==> config.mk <==
export PLATFORM = sky130hd
export DESIGN_NAME = wallace_mul_pipe
export DESIGN_NICKNAME = d
export VERILOG_FILES = /design/src/rtl/wallace_mul_pipe.sv
export SDC_FILE = /design/constraint.sdc
export NUM_CORES = 2
export LEC_CHECK = 0
export CAP_MARGIN = 20
export CORE_MARGIN = 8
export CORE_UTILIZATION = 35
export CTS_CLUSTER_DIAMETER = 200
export CTS_CLUSTER_SIZE = 25
export DETAILED_ROUTE_END_ITERATION = 12
export GPL_ROUTABILITY_DRIVEN = 0
export HOLD_SLACK_MARGIN = 0.08
export SYNTH_ARGS = -nofsm -noshare
export SYNTH_HDL_FRONTEND = slang
export SYNTH_SLANG_ARGS = --single-unit
==> constraint.sdc <==
create_clock -name clk -period 11.8 [get_ports clk]
set_clock_uncertainty 0.15 [all_clocks]
set_input_delay 2.36 -clock clk [delete_from_list [all_inputs] [get_ports clk]]
set_output_delay 2.36 -clock clk [all_outputs]
set_load 0.02 [all_outputs]
==> src/rtl/wallace_mul_pipe.sv <==
// wallace_mul_pipe
// Three-stage pipelined Wallace-tree multiplier. Each transaction carries its
// own signed/unsigned mode. Valid/ready handshakes on input and output share
// one advance enable, so a stalled consumer freezes the whole pipe.
//
//   S0: operands, mode, valid
//   S1: carry-save sum and carry rows (2*WIDTH bits each), valid
//   S2: final product, valid
//
// Ports
//   clk        rising-edge clock
//   rst        asynchronous active-high reset
//   in_valid   operand transaction offered
//   in_ready   transaction accepted this cycle (depends only on out side)
//   in_a       multiplicand, WIDTH bits
//   in_b       multiplier, WIDTH bits
//   in_signed  1: two's-complement operands, 0: unsigned
//   out_valid  product available
//   out_ready  consumer takes the product this cycle
//   out_p      product, 2*WIDTH bits
module wallace_mul_pipe #(
  parameter int WIDTH = 32
) (
  input  logic               clk,
  input  logic               rst,
  input  logic               in_valid,
  output logic               in_ready,
  input  logic [WIDTH-1:0]   in_a,
  input  logic [WIDTH-1:0]   in_b,
  input  logic               in_signed,
  output logic               out_valid,
  input  logic               out_ready,
  output logic [2*WIDTH-1:0] out_p
);

  localparam int PW    = 2 * WIDTH;
  // WIDTH partial-product rows plus one row for the Baugh-Wooley constants.
  localparam int NROWS = WIDTH + 1;
  localparam int NGRP  = (PW + 3) / 4;

  // Row count after one 3:2 layer: each full triple becomes two rows,
  // leftover rows pass straight through.
  function automatic int next_rows(input int n);
    return 2 * (n / 3) + (n % 3);
  endfunction

  function automatic int rows_at(input int layer);
    int n;
    n = NROWS;
    for (int l = 0; l < layer; l++) n = next_rows(n);
    return n;
  endfunction

  function automatic int count_layers(input int n0);
    int n;
    int l;
    n = n0;
    l = 0;
    while (n > 2) begin
      n = next_rows(n);
      l++;
    end
    return l;
  endfunction

  localparam int NLAYERS = count_layers(NROWS);

  // Combined {generate, propagate} over bit range [lo, hi). Empty range
  // gives {0, 1}, i.e. the carry-in passes through unchanged.
  function automatic logic [1:0] gp_range(input logic [PW-1:0] g,
                                          input logic [PW-1:0] p,
                                          input int lo, input int hi);
    logic gg;
    logic pp;
    gg = 1'b0;
    pp = 1'b1;
    for (int k = 0; k < PW; k++) begin
      if (k >= lo && k < hi) begin
        gg = g[k] | (p[k] & gg);
        pp = pp & p[k];
      end
    end
    return {gg, pp};
  endfunction

  // ---------------------------------------------------------------------
  // Pipeline registers
  // ---------------------------------------------------------------------
  logic [WIDTH-1:0] a_reg, b_reg;
  logic             sgn_reg, v0_reg;
  logic [PW-1:0]    sum_reg, carry_reg;
  logic             v1_reg;
  logic [PW-1:0]    p_reg;
  logic             v2_reg;
  logic             en;

  assign en        = !v2_reg || out_ready;
  assign in_ready  = en;
  assign out_valid = v2_reg;
  assign out_p     = p_reg;

  // ---------------------------------------------------------------------
  // Partial products and carry-save reduction tree
  // ---------------------------------------------------------------------
  logic [PW-1:0] tree [0:NLAYERS][0:NROWS-1];

  genvar gi, gj;
  generate
    for (gi = 0; gi < WIDTH; gi++) begin : g_pp
      logic [WIDTH-1:0] pp_bits;
      for (gj = 0; gj < WIDTH; gj++) begin : g_bit
        // Baugh-Wooley: terms pairing exactly one operand MSB carry negative
        // weight, so they are inverted in signed mode.
        if ((gi == WIDTH - 1) != (gj == WIDTH - 1)) begin : g_cross
          assign pp_bits[gj] = (a_reg[gj] & b_reg[gi]) ^ sgn_reg;
        end else begin : g_plain
          assign pp_bits[gj] = a_reg[gj] & b_reg[gi];
        end
      end
      assign tree[0][gi] = PW'(pp_bits) << gi;
    end
  endgenerate

  // Correction ones at bit WIDTH and bit 2*WIDTH-1 complete the signed form.
  assign tree[0][WIDTH] = sgn_reg ? ((PW'(1) << WIDTH) | (PW'(1) << (PW - 1)))
                                  : '0;

  generate
    for (gi = 0; gi < NLAYERS; gi++) begin : g_layer
      localparam int N    = rows_at(gi);
      localparam int NG   = N / 3;
      localparam int NREM = N % 3;
      localparam int NN   = next_rows(N);
      for (gj = 0; gj < NG; gj++) begin : g_csa
        logic [PW-1:0] x, y, z;
        assign x = tree[gi][3*gj];
        assign y = tree[gi][3*gj+1];
        assign z = tree[gi][3*gj+2];
        assign tree[gi+1][2*gj]   = x ^ y ^ z;
        // Carry out of the top bit is beyond the product width.
        assign tree[gi+1][2*gj+1] = ((x & y) | (x & z) | (y & z)) << 1;
      end
      for (gj = 0; gj < NREM; gj++) begin : g_pass
        assign tree[gi+1][2*NG+gj] = tree[gi][3*NG+gj];
      end
      for (gj = NN; gj < NROWS; gj++) begin : g_zero
        assign tree[gi+1][gj] = '0;
      end
    end
  endgenerate

  // ---------------------------------------------------------------------
  // Final carry-lookahead adder: 4-bit groups, group carries from a
  // lookahead over group generate/propagate, bit carries from the prefix
  // inside each group.
  // ---------------------------------------------------------------------
  logic [PW-1:0]   fa_g, fa_p, fa_s;
  logic [NGRP-1:0] grp_g, grp_p, gcin;

  assign fa_g = sum_reg & carry_reg;
  assign fa_p = sum_reg ^ carry_reg;

  generate
    for (gi = 0; gi < NGRP; gi++) begin : g_grp
      localparam int LO = 4 * gi;
      localparam int HI = (4 * gi + 4 > PW) ? PW : 4 * gi + 4;
      logic [1:0] gp_grp;
      logic [1:0] gp_in;
      assign gp_grp    = gp_range(fa_g, fa_p, LO, HI);
      assign grp_g[gi] = gp_grp[1];
      assign grp_p[gi] = gp_grp[0];
      assign gp_in     = gp_range(PW'(grp_g), PW'(grp_p), 0, gi);
      assign gcin[gi]  = gp_in[1];
    end

    for (gi = 0; gi < PW; gi++) begin : g_sum
      localparam int GB = (gi / 4) * 4;
      logic [1:0] gp_b;
      assign gp_b      = gp_range(fa_g, fa_p, GB, gi);
      assign fa_s[gi]  = fa_p[gi] ^ (gp_b[1] | (gp_b[0] & gcin[gi/4]));
    end
  endgenerate

  // ---------------------------------------------------------------------
  // Stage registers: all advance together on en, all hold otherwise.
  // ---------------------------------------------------------------------
  always_ff @(posedge clk or posedge rst) begin
    if (rst) begin
      a_reg     <= '0;
      b_reg     <= '0;
      sgn_reg   <= 1'b0;
      v0_reg    <= 1'b0;
      sum_reg   <= '0;
      carry_reg <= '0;
      v1_reg    <= 1'b0;
      p_reg     <= '0;
      v2_reg    <= 1'b0;
    end else if (en) begin
      a_reg     <= in_a;
      b_reg     <= in_b;
      sgn_reg   <= in_signed;
      v0_reg    <= in_valid;
      sum_reg   <= tree[NLAYERS][0];
      carry_reg <= tree[NLAYERS][1];
      v1_reg    <= v0_reg;
      p_reg     <= fa_s;
      v2_reg    <= v1_reg;
    end
  end

endmodule
==> results_dict.tcl <==
set metrics [dict create \
    vias_per_cell 4.72 \
    drc 0 \
    cap_viol_max_count 0 \
    cts_tree "built" \
    critical_path_class "in2out" \
    ys_async_sr_fraction_pct 100 \
    r2r.worst_path.cells 14 \
    syn_to_final_growth_pct 8.03 \
    cts.htree.levels 1 \
    drtIter0Drc 1541 \
    cts_setup_buffers 0 \
    synth_area_um2 42100 \
    grt_setup_unrepaired "false" \
    required_ps 9290 \
    max-slew-margin-rel_pct 29.1 \
    cts_buffer_depth 3 \
    drive_above_1_share_pct 2.28 \
    setup_violations 0 \
    vias 28800 \
    numPortBuffers 134 \
    endpoint "in_ready" \
    start_util_pct 35.2 \
    min_period_ps 7390 \
    worstSetupStartpoint "out_ready" \
    grt_use_total_pct 16.0 \
    synth_seq_cells 251 \
    yosys_warnings 0 \
    dp_hpwl_mm 79.8 \
    die_h_um 363 \
    fin_nets 5705 \
    ys_types 51 \
    cts_made_buffers 14 \
    grt_max_degree 207 \
    cp_slowest_cell "clkdlybuf4s50_1" \
    rows 127 \
    cts_hold_buf 0 \
    setup_tns_ps 0 \
    crit_path_end_kind "primary output" \
    pin_count 135 \
    drt_first_pass_iters 5 \
    worstSetupStartpointType "input port" \
    tightest_slew_ps 1060 \
    ant_nets 0 \
    clk_pin_slew_worst_paths_ps 100 \
    synth_area_per_cell_um2 9.33 \
    crit_top_cell "clkdlybuf4s50_1" \
    synth_edf_count 0 \
    hold_class "reg2reg" \
    critPathArrivalTime_ps 4880 \
    clock.fmax_ghz 0.135 \
    cts.root.buffer_cell "clkbuf_16" \
    final_max_slew_viol_count 0 \
    ys_seq_area_share_pct 14.9 \
    wl_mm 103 \
    clock-sinks 251 \
    status "finished clean" \
    slowest_delay_ps 670 \
    grt_pass1_wl_mm 171 \
    die-area_um2 132000 \
    insertion_delay_ps 560 \
    crit_chain "clkdlybuf4s50_1, nor2b_4, buf_12, inv_8, clkdlybuf4s50_1" \
    die_x_um 363 \
    routedWlPerCell_um 16.9 \
    synth_nets 5742 \
    core_area_um2 120000 \
    antenna_cells 0 \
    finalHoldViolations 0 \
    cp_max_fo 206 \
    reg2reg_from "sgn_reg" \
    fillers 12100 \
    cts_resized 0 \
    ys.flop_type "dfrtp_1" \
    grt.overflow.total 0 \
    grt_pass1_vias 31400 \
    rrSetupSlack_ps 5670 \
    fin_crit_sh_pct 62.6 \
    antenna_found_initial 2 \
    crit-reg2reg-capture "sum_reg[44]" \
    syn_inst 4508 \
]
placed cells by master (no fill, tap or decap), types with 3 or more instances in the layout:
master and instances:
o211ai_1 4, nand3b_1 4, a21oi_1 68, a21o_1 10, fa_1 921, nor4_1 3
and3_1 3, o21ai_0 46, and2_1 691, inv_1 882, o21a_1 9, a211oi_1 4
a21boi_0 3, xor2_1 32, nand4_1 5, ha_1 244, buf_4 70, xnor2_1 59
o31ai_1 4, clkdlybuf4s50_1 134, clkbuf_16 15, nand3_1 5, nor3b_1 5, nand2_1 895
nor2_1 56, nor3_1 8, nor2b_1 5, dfrtp_1 248
how the worst min path moves through the flow:
stage	startpoint	endpoint	slack, ps	cells past startpoint
6_report	v1_reg	v1_reg	320	2
3_3_place_gp	v1_reg	v1_reg	300	2
3_5_place_dp	v1_reg	v1_reg	300	2
5_1_grt	v1_reg	out_valid	330	1
2_1_floorplan	v1_reg	v1_reg	280	2
4_1_cts	v1_reg	v1_reg	320	2
through the flow:
| stage | cell area (µm²) | instances | util (%) | worst slack [ps] | hold slack, ps |
|---|---|---|---|---|---|
| finish | 45400 | 6086 | 38.0 | 4410 | 320 |
| global route | 45400 | 6086 | 38.0 | 4240 | 332 |
| CTS | 45400 | 6086 | 38.0 | 4430 | 322 |
| detailed placement | 45000 | 6067 | 37.6 | 4430 | 298 |
| global placement | 45000 | 6067 | 37.6 | 4440 | 296 |
| floorplan | 42100 | 4508 | - | 2390 | 280 |
synthesized netlist by cell type, types with 2 or more instances:
master	count	area, µm²
and2_1	691	4320
clkbuf_1	249	935
inv_1	884	3320
a211oi_1	4	30.0
nor3_1	8	40.0
xnor2_1	59	517
o21a_1	9	67.6
a21oi_1	68	340
dfrtp_1	251	6280
nand3_1	5	25.0
o31ai_1	4	30.0
nor3b_1	5	37.5
a21boi_0	3	22.5
nand4b_1	2	17.5
nor2_1	56	210
o211ai_1	4	30.0
xor2_1	32	280
a221oi_1	2	17.5
nand2_1	895	3360
nand3b_1	4	30.0
a31o_2	2	17.5
or2_2	2	12.5
and3_1	3	18.8
a31oi_1	2	12.5
buf_1	9	33.8
nor4_1	3	18.8
o21ai_0	46	230
nor2b_1	6	37.5
nand4_1	5	31.3
a21o_1	10	75.1
or3_1	2	12.5
ha_1	244	3050
fa_1	921	18400
cells by family after synthesis:
family,share of synthesized area (%)
fa+ha+maj,51.1
xor+xnor,1.89
simple gates,19.5
buf+inv,10.2
flops,14.9
compound gates,2.41
mux,0.0268
worst max-delay path: cells and delay by family:
family | cells | cell delay [ps]
buffers and inverters | 4 | 2130
AND/OR/NAND/NOR | 1 | 140
metal layers:
metal	vias up	wire (µm)	global-route usage [%]	part of all wire (%)
li1	12900	-	-	-
met1	15200	44100	21.2	43
met2	574	52600	28.5	51
met3	138	3970	1.64	3.9
met4	0	2170	3.29	2.1
met5	-	0	0	0
final cells by class:
type                       instances  area, µm²  share of cell area (%)
sequential                       251       6290                    13.8
clock buffer                      17        383                   0.842
tap                             1612       2020                    4.44
timing repair buffer             205       1890                    4.15
inverter                         884       3330                    7.33
multi-input combinational       3115      31500                    69.3
clock inverter                     2       32.5                  0.0716
Power is not shown: default switching activity piles up to over one toggle a cycle in this logic, so the estimate is an artifact.
